File: src/rtl/muldiv_sched_pkg.sv
// Shared types, widths and helpers for the HI/LO multiply/divide sequencer.
package muldiv_sched_pkg;

  localparam int unsigned MULDIV_WIDTH = 32;
  localparam int unsigned MULDIV_DW    = 2 * MULDIV_WIDTH;
  localparam int unsigned MULDIV_CNT_W = $clog2(MULDIV_WIDTH);

  typedef enum logic [1:0] {
    MD_IDLE,
    MD_CALC,
    MD_DONE
  } muldiv_state_enum;

  // Magnitude of an operand; 32'h8000_0000 maps to unsigned 2^31.
  function automatic logic [MULDIV_WIDTH-1:0] abs_val(input logic [MULDIV_WIDTH-1:0] x,
                                                      input logic                    sgn);
    return (sgn && x[MULDIV_WIDTH-1]) ? (~x + MULDIV_WIDTH'(1)) : x;
  endfunction

  // Two's-complement correction of an unsigned {HI,LO} result.
  function automatic logic [MULDIV_DW-1:0] sign_fix(input logic [MULDIV_DW-1:0] acc,
                                                    input logic                 is_div,
                                                    input logic                 neg_lo,
                                                    input logic                 neg_hi);
    logic [MULDIV_WIDTH-1:0] hi;
    logic [MULDIV_WIDTH-1:0] lo;
    if (!is_div) begin
      return neg_lo ? (~acc + MULDIV_DW'(1)) : acc;
    end
    hi = acc[MULDIV_DW-1:MULDIV_WIDTH];
    lo = acc[MULDIV_WIDTH-1:0];
    if (neg_hi) hi = ~hi + MULDIV_WIDTH'(1);
    if (neg_lo) lo = ~lo + MULDIV_WIDTH'(1);
    return {hi, lo};
  endfunction

endpackage

File: src/rtl/muldiv_sched_if.sv
// EXE-stage request and HI/LO write-back bundle of the multiply/divide sequencer.
interface muldiv_sched_if
  import muldiv_sched_pkg::*;
#(
  parameter int unsigned WIDTH = MULDIV_WIDTH
);

  logic             exe_i_start;
  logic             exe_i_is_div;
  logic             exe_i_sign;
  logic [WIDTH-1:0] exe_i_src1;
  logic [WIDTH-1:0] exe_i_src2;
  logic             exe_i_flush;
  logic             stall_o;
  logic             busy_o;
  logic             hilo_we_o;
  logic [WIDTH-1:0] hi_o;
  logic [WIDTH-1:0] lo_o;

  modport master (
    output exe_i_start, exe_i_is_div, exe_i_sign, exe_i_src1, exe_i_src2, exe_i_flush,
    input  stall_o, busy_o, hilo_we_o, hi_o, lo_o
  );

  modport slave (
    input  exe_i_start, exe_i_is_div, exe_i_sign, exe_i_src1, exe_i_src2, exe_i_flush,
    output stall_o, busy_o, hilo_we_o, hi_o, lo_o
  );

endinterface

File: src/rtl/muldiv_core.sv
// One iteration of the multiply (add-shift) or restoring divide (compare-subtract-shift) engine.
module muldiv_core
  import muldiv_sched_pkg::*;
(
  input  logic                    is_div,
  input  logic [MULDIV_DW-1:0]    acc,
  input  logic [MULDIV_WIDTH-1:0] opnd,
  output logic [MULDIV_DW-1:0]    acc_nxt
);

  localparam int unsigned W = MULDIV_WIDTH;

  logic [W:0] part;
  logic [W:0] sum;

  // Divide: acc = {remainder, dividend/quotient}; multiply: acc = {partial, multiplier}.
  always_comb begin
    part    = '0;
    sum     = '0;
    acc_nxt = acc;
    if (is_div) begin
      part = acc[2*W-1:W-1];
      sum  = part - {1'b0, opnd};
      if (part >= {1'b0, opnd}) begin
        acc_nxt = {sum[W-1:0], acc[W-2:0], 1'b1};
      end else begin
        acc_nxt = {acc[2*W-2:0], 1'b0};
      end
    end else begin
      sum     = {1'b0, acc[2*W-1:W]} + (acc[0] ? {1'b0, opnd} : '0);
      acc_nxt = {sum, acc[W-1:1]};
    end
  end

endmodule

File: src/rtl/muldiv_sched.sv
// MULT/MULTU/DIV/DIVU sequencer for the EXE stage; sole owner of the HI/LO write port.
// Optional build macro MULDIV_FAST_MULT_EN: single-cycle registered multiply for MULT/MULTU.
module muldiv_sched
  import muldiv_sched_pkg::*;
#(
  parameter int unsigned WIDTH = MULDIV_WIDTH
) (
  input  logic           cpu_clk_50M,
  input  logic           cpu_rst_n,
  muldiv_sched_if.slave  md
);

  localparam logic [MULDIV_CNT_W-1:0] CNT_LAST = MULDIV_CNT_W'(WIDTH - 1);

  muldiv_state_enum          state_q, state_d;
  logic [MULDIV_CNT_W-1:0]   cnt_q, cnt_d;
  logic [MULDIV_DW-1:0]      acc_q, acc_d;
  logic [MULDIV_WIDTH-1:0]   opnd_q, opnd_d;
  logic                      is_div_q, is_div_d;
  logic                      neg_lo_q, neg_lo_d;
  logic                      neg_hi_q, neg_hi_d;
  logic [MULDIV_WIDTH-1:0]   hi_q, hi_d;
  logic [MULDIV_WIDTH-1:0]   lo_q, lo_d;
  logic                      stall_c;
  logic                      we_c;

  logic [MULDIV_WIDTH-1:0]   src1_abs;
  logic [MULDIV_WIDTH-1:0]   src2_abs;
  logic                      start_neg_lo;
  logic                      start_neg_hi;
  logic [MULDIV_DW-1:0]      acc_nxt;

  assign src1_abs     = abs_val(md.exe_i_src1, md.exe_i_sign);
  assign src2_abs     = abs_val(md.exe_i_src2, md.exe_i_sign);
  assign start_neg_lo = md.exe_i_sign & (md.exe_i_src1[MULDIV_WIDTH-1] ^ md.exe_i_src2[MULDIV_WIDTH-1]);
  assign start_neg_hi = md.exe_i_sign & md.exe_i_src1[MULDIV_WIDTH-1];

`ifdef MULDIV_FAST_MULT_EN
  logic [MULDIV_DW-1:0] prod_abs;
  assign prod_abs = MULDIV_DW'(src1_abs) * MULDIV_DW'(src2_abs);
`endif

  muldiv_core u_core (
    .is_div  (is_div_q),
    .acc     (acc_q),
    .opnd    (opnd_q),
    .acc_nxt (acc_nxt)
  );

  // State and iteration counter.
  always_ff @(posedge cpu_clk_50M or negedge cpu_rst_n) begin
    if (!cpu_rst_n) begin
      state_q <= MD_IDLE;
      cnt_q   <= '0;
    end else begin
      state_q <= state_d;
      cnt_q   <= cnt_d;
    end
  end

  // Operand/accumulator latches, sign flags and HI/LO output registers.
  always_ff @(posedge cpu_clk_50M or negedge cpu_rst_n) begin
    if (!cpu_rst_n) begin
      acc_q    <= '0;
      opnd_q   <= '0;
      is_div_q <= 1'b0;
      neg_lo_q <= 1'b0;
      neg_hi_q <= 1'b0;
      hi_q     <= '0;
      lo_q     <= '0;
    end else begin
      acc_q    <= acc_d;
      opnd_q   <= opnd_d;
      is_div_q <= is_div_d;
      neg_lo_q <= neg_lo_d;
      neg_hi_q <= neg_hi_d;
      hi_q     <= hi_d;
      lo_q     <= lo_d;
    end
  end

  // Next-state, datapath updates, stall and write strobe; flush overrides everything.
  always_comb begin
    state_d  = state_q;
    cnt_d    = cnt_q;
    acc_d    = acc_q;
    opnd_d   = opnd_q;
    is_div_d = is_div_q;
    neg_lo_d = neg_lo_q;
    neg_hi_d = neg_hi_q;
    hi_d     = hi_q;
    lo_d     = lo_q;
    stall_c  = 1'b0;
    we_c     = 1'b0;

    unique case (state_q)
      MD_IDLE: begin
        if (md.exe_i_start) begin
          stall_c  = 1'b1;
          acc_d    = {MULDIV_WIDTH'(0), src1_abs};
          opnd_d   = src2_abs;
          is_div_d = md.exe_i_is_div;
          neg_lo_d = start_neg_lo;
          neg_hi_d = start_neg_hi;
          cnt_d    = '0;
          state_d  = MD_CALC;
`ifdef MULDIV_FAST_MULT_EN
          if (!md.exe_i_is_div) begin
            {hi_d, lo_d} = sign_fix(prod_abs, 1'b0, start_neg_lo, 1'b0);
            state_d      = MD_DONE;
          end
`endif
        end
      end
      MD_CALC: begin
        stall_c = 1'b1;
        acc_d   = acc_nxt;
        cnt_d   = cnt_q + MULDIV_CNT_W'(1);
        if (cnt_q == CNT_LAST) begin
          {hi_d, lo_d} = sign_fix(acc_nxt, is_div_q, neg_lo_q, neg_hi_q);
          state_d      = MD_DONE;
        end
      end
      MD_DONE: begin
        we_c    = 1'b1;
        state_d = MD_IDLE;
      end
      default: state_d = MD_IDLE;
    endcase

    if (md.exe_i_flush) begin
      state_d = MD_IDLE;
      stall_c = 1'b0;
      we_c    = 1'b0;
      hi_d    = hi_q;
      lo_d    = lo_q;
    end
  end

  assign md.stall_o   = stall_c;
  assign md.busy_o    = (state_q != MD_IDLE);
  assign md.hilo_we_o = we_c;
  assign md.hi_o      = hi_q;
  assign md.lo_o      = lo_q;

endmodule

File: src/flat_wrapper.sv
// flat-port wrapper written by rule: the top's interface ports become plain ports
module muldiv_sched_flat import muldiv_sched_pkg::*;
#(
  parameter int unsigned WIDTH = MULDIV_WIDTH
)
  (cpu_clk_50M, cpu_rst_n, md_exe_i_start, md_exe_i_is_div, md_exe_i_sign, md_exe_i_src1, md_exe_i_src2, md_exe_i_flush, md_stall_o, md_busy_o, md_hilo_we_o, md_hi_o, md_lo_o);
  muldiv_sched_if #(.WIDTH(WIDTH)) md_i ();
  input  logic cpu_clk_50M;
  input  logic cpu_rst_n;
  input wire logic [$bits(md_i.exe_i_start)-1:0] md_exe_i_start;
  input wire logic [$bits(md_i.exe_i_is_div)-1:0] md_exe_i_is_div;
  input wire logic [$bits(md_i.exe_i_sign)-1:0] md_exe_i_sign;
  input wire logic [$bits(md_i.exe_i_src1)-1:0] md_exe_i_src1;
  input wire logic [$bits(md_i.exe_i_src2)-1:0] md_exe_i_src2;
  input wire logic [$bits(md_i.exe_i_flush)-1:0] md_exe_i_flush;
  output wire logic [$bits(md_i.stall_o)-1:0] md_stall_o;
  output wire logic [$bits(md_i.busy_o)-1:0] md_busy_o;
  output wire logic [$bits(md_i.hilo_we_o)-1:0] md_hilo_we_o;
  output wire logic [$bits(md_i.hi_o)-1:0] md_hi_o;
  output wire logic [$bits(md_i.lo_o)-1:0] md_lo_o;
  assign md_i.exe_i_start = md_exe_i_start;
  assign md_i.exe_i_is_div = md_exe_i_is_div;
  assign md_i.exe_i_sign = md_exe_i_sign;
  assign md_i.exe_i_src1 = md_exe_i_src1;
  assign md_i.exe_i_src2 = md_exe_i_src2;
  assign md_i.exe_i_flush = md_exe_i_flush;
  assign md_stall_o = md_i.stall_o;
  assign md_busy_o = md_i.busy_o;
  assign md_hilo_we_o = md_i.hilo_we_o;
  assign md_hi_o = md_i.hi_o;
  assign md_lo_o = md_i.lo_o;
  muldiv_sched #(.WIDTH(WIDTH)) u_core (.cpu_clk_50M(cpu_clk_50M), .cpu_rst_n(cpu_rst_n), .md(md_i));
endmodule
File: config.mk
export PLATFORM = sky130hd
export DESIGN_NAME = muldiv_sched_flat
export DESIGN_NICKNAME = d
export VERILOG_FILES = /design/src/rtl/muldiv_sched_pkg.sv /design/src/rtl/muldiv_sched_if.sv /design/src/rtl/muldiv_core.sv /design/src/rtl/muldiv_sched.sv /design/src/flat_wrapper.sv
export SDC_FILE = /design/constraint.sdc
export NUM_CORES = 1
export LEC_CHECK = 0
export ABC_AREA = 1
export ABC_CLOCK_PERIOD_IN_PS = 5700
export BUFFER_PORTS_ARGS = -buffer_cell sky130_fd_sc_hd__buf_2
export CAP_MARGIN = 40
export CELL_PAD_IN_SITES_DETAIL_PLACEMENT = 1
export CELL_PAD_IN_SITES_GLOBAL_PLACEMENT = 1
export CORE_MARGIN = 4
export CORE_UTILIZATION = 47
export DETAILED_ROUTE_END_ITERATION = 16
export PLACE_DENSITY_LB_ADDON = 0.1
export SLEW_MARGIN = 5
export SYNTH_ARGS = -nofsm -noshare
export SYNTH_HDL_FRONTEND = slang
export SYNTH_SLANG_ARGS = --single-unit
File: constraint.sdc
create_clock -name cpu_clk_50M -period 5.7 [get_ports cpu_clk_50M]
set_input_delay 0.855 -clock cpu_clk_50M [delete_from_list [all_inputs] [get_ports cpu_clk_50M]]
set_output_delay 0.855 -clock cpu_clk_50M [all_outputs]
set_load 0.01 [all_outputs]
==> metrics.yaml <==
floorplanning:
  fp-row-count: 68
  die_h_um: 195
  die_width_um: 195
  num_io_pins: 137
  die-area_mm2: 0.0381
  start_util: 0.477
  core_mm2: 0.0345
cells_and_area:
  area_delta_synth_final_pct: 10.0
  n_fill_cell: 4931
  utilization: 0.525
  drive_above_1_share: 0.113
  final_nets: 2899
  antenna_cells: 0
yosys:
  synth_seq_area_share: 0.258
  synth_compound_area_frac: 0.127
  yosys.cell_count.top_type: "nand2_1"
  syn-cell-area_mm2: 0.0165
  synth_cells: 2668
  synth-simple-area-share: 0.390
  yosys_warnings: 0
  synth_top_family_by_area: "simple AND/OR/NAND/NOR gates"
  synthXorXnorAreaFrac: 0.0516
  synth_fa_ha_area_frac: 0.0556
  synth.area.top_cells: "dfrtp_1 (26%), nand2_1 (19%), inv_1 (8.5%)"
  synth_top_area_share: 0.258
  synth_cell_types: 54
  ys_seq_elements: 170
  ys_async_sr_fraction: 1.00
  synth_commonest_cells: "nand2_1 (842), inv_1 (375), nor2_1 (252), nand3_1 (196), dfrtp_1 (170)"
  synth-edff-count: 0
  synthFlopType: "dfrtp_1"
  synth_area_per_cell_um2: 6.18
  yosys.area.top_type: "dfrtp_1"
  synth_nets: 2810
  synth.area.mux_share: 0
timing:
  fmax_ghz: 0.204
  finalSetupViolCount: 0
  final.min_clock_period_ps: 4890
  fin_crit_sh: 0.858
  slew_violations: 0
  tightest_slew_ps: 1010
  fin_tns_setup_ps: 0
  rsz0062_at_grt: "false"
  slew_headroom: 0.326
  fin_skew_ps: 14.5
  hold_viol: 0
cts:
  cts_resized: 0
  clk_latency_ps: 470
  cts_tree: "yes"
  clkTransAtPathRegs_ps: 80
  postCtsSetupBuffers: 0
  cts_max_level: 4
  ctsHoldBuffers: 0
  cts_buffers: 17
  clk_path_buf_depth: 2
  clock_sinks: 170
  root_buffer: "clkbuf_16"
detailed_routing:
  totalWireLength_um: 68900
  avgRoutedWirePerCell_um: 21.4
  vias: 18500
  routed_via_density: 5.73
  detail-route-antenna-nets: 0
  drt_first_iter_violations: 1307
  firstDrtPassIters: 5
  drc: 0
critical_path:
  end_kind: "register"
  arrival_ps: 5240
  crit_buf_inv: 3
  start_kind: "register"
  reg2regPathDepth: 31
  reg2reg_from: "u_core.opnd_q[12]"
  cp.required_ps: 6050
  slowest_delay_ps: 460
  crit_type: "register to register"
  path_max_fanout: 33
  r2r-end: "u_core.md.hi_o[28]"
  crit_path_frequent_cell: "nand2_1"
  critical_path.top_delay_family: "simple AND/OR/NAND/NOR gates"
  r2r_slack_ps: 810
  slowest_stage: "dfrtp_1"
global_routing:
  grt_pass1_wl_um: 108000
  grt_pass1_vias: 19500
  overflow: 0
  grt_max_degree: 87
  track_usage: 0.359
  antenna_found_initial: 2
placement:
  io_buffers: 136
  globalplace.congestion: 1.03
  hpwl_um: 55300
run_status:
  status: "finished, final reports clean"
power_and_ir_drop:
  max-vdd-ir-drop_uv: 263
  cellInternalPower_mw: 3.82
  p_comb_frac: 0.678
  switchingPower_mw: 5.36
  clockPowerShare: 0.133
  switching_share: 0.584
  power_frac_seq: 0.189
  p_per_area_mw_per_mm2: 506
  p_leak_nw: 9.69
hold_path:
  min_path_type: "primary input to async pin"
job:
  maxCapViolations: 0
[metal layers]
layer	share of wire	vias up	track usage	wire length, um
met5	0	-	0	0
met4	0.065	0	0.199	4470
met3	0.060	211	0.0585	4160
met2	0.47	628	0.600	32400
met1	0.40	8944	0.442	27900
li1	-	8704	-	-
[state kept, by name (all words and copies together) (netlist names)]
register,cells
u_core.acc_q,64
u_core.md.lo_o,32
u_core.neg_hi_q,1
u_core.state_q,2
u_core.is_div_q,1
u_core.cnt_q,5
u_core.opnd_q,32
u_core.neg_lo_q,1
u_core.md.hi_o,32
[power by group through the flow]
stage / registers (mW) / clock network (mW) / logic, mW
after floorplan: 1.58 / 0 / 4.34
after global placement: 1.74 / 0 / 5.88
after detailed placement: 1.75 / 0 / 6.07
after CTS: 1.73 / 1.24 / 6.13
after global routing: 1.75 / 1.28 / 6.87
final: 1.74 / 1.22 / 6.22
[how the worst max path moves through the flow]
stage,startpoint,endpoint,cells after the start,slack [ps]
2_1_floorplan,u_core.acc_q[0],u_core.md.hi_o[26],27,2310
3_3_place_gp,u_core.opnd_q[12],u_core.md.hi_o[20],31,1140
3_5_place_dp,u_core.opnd_q[12],u_core.md.hi_o[28],31,1000
4_1_cts,u_core.opnd_q[12],u_core.md.hi_o[22],31,930
5_1_grt,u_core.opnd_q[11],u_core.md.hi_o[22],31,400
6_report,u_core.opnd_q[12],u_core.md.hi_o[28],31,810
[cell families (layout without fill, tap and decap cells)]
family	Yosys count	in the layout
AOI/OAI and AO/OA	363	363
and+or+nand+nor	1485	1485
adders and majority gates	72	72
buffers and inverters	481	583
DFF	170	170
xor gates and xnor gates	97	97
[final cells by class]
type	count	area (um2)	share of cell area
clock inverter	15	151	0.00835
tap	455	569	0.0314
multi-input combinational	2017	10300	0.569
timing repair buffer	154	922	0.0509
clock buffer	17	425	0.0235
inverter	397	1490	0.0823
sequential	170	4260	0.235
[layout by cell type, fill, tap and decap left out, drive strengths merged, types with 10 or more instances in the layout]
master	netlist	final
nand3b	21	21
nor3	31	31
o211ai	10	10
o22ai	25	25
xor2	67	67
a21oi	83	83
xnor2	30	30
buf	34	154
dfrtp	170	170
nand4	35	35
clkbuf	50	17
nand2	869	869
o221ai	27	27
ha	70	70
o21ai	187	187
or2	12	12
nor2	289	289
nand3	212	212
inv	395	403
[metrics by stage]
step / cells / setup slack [ps] / total power [mW] / hold WS (ps) / instance area [um2]
after floorplan: 2668 / 2310 / 5.92 / 473 / 16500
after detailed placement: 3193 / 999 / 7.82 / 461 / 17600
final: 3225 / 810 / 9.17 / 266 / 18100
after CTS: 3225 / 931 / 9.09 / 258 / 18100
after global placement: 3188 / 1140 / 7.62 / 459 / 17400
after global routing: 3225 / 400 / 9.90 / 277 / 18100
Note: power is estimated with default switching activity, not from simulation.
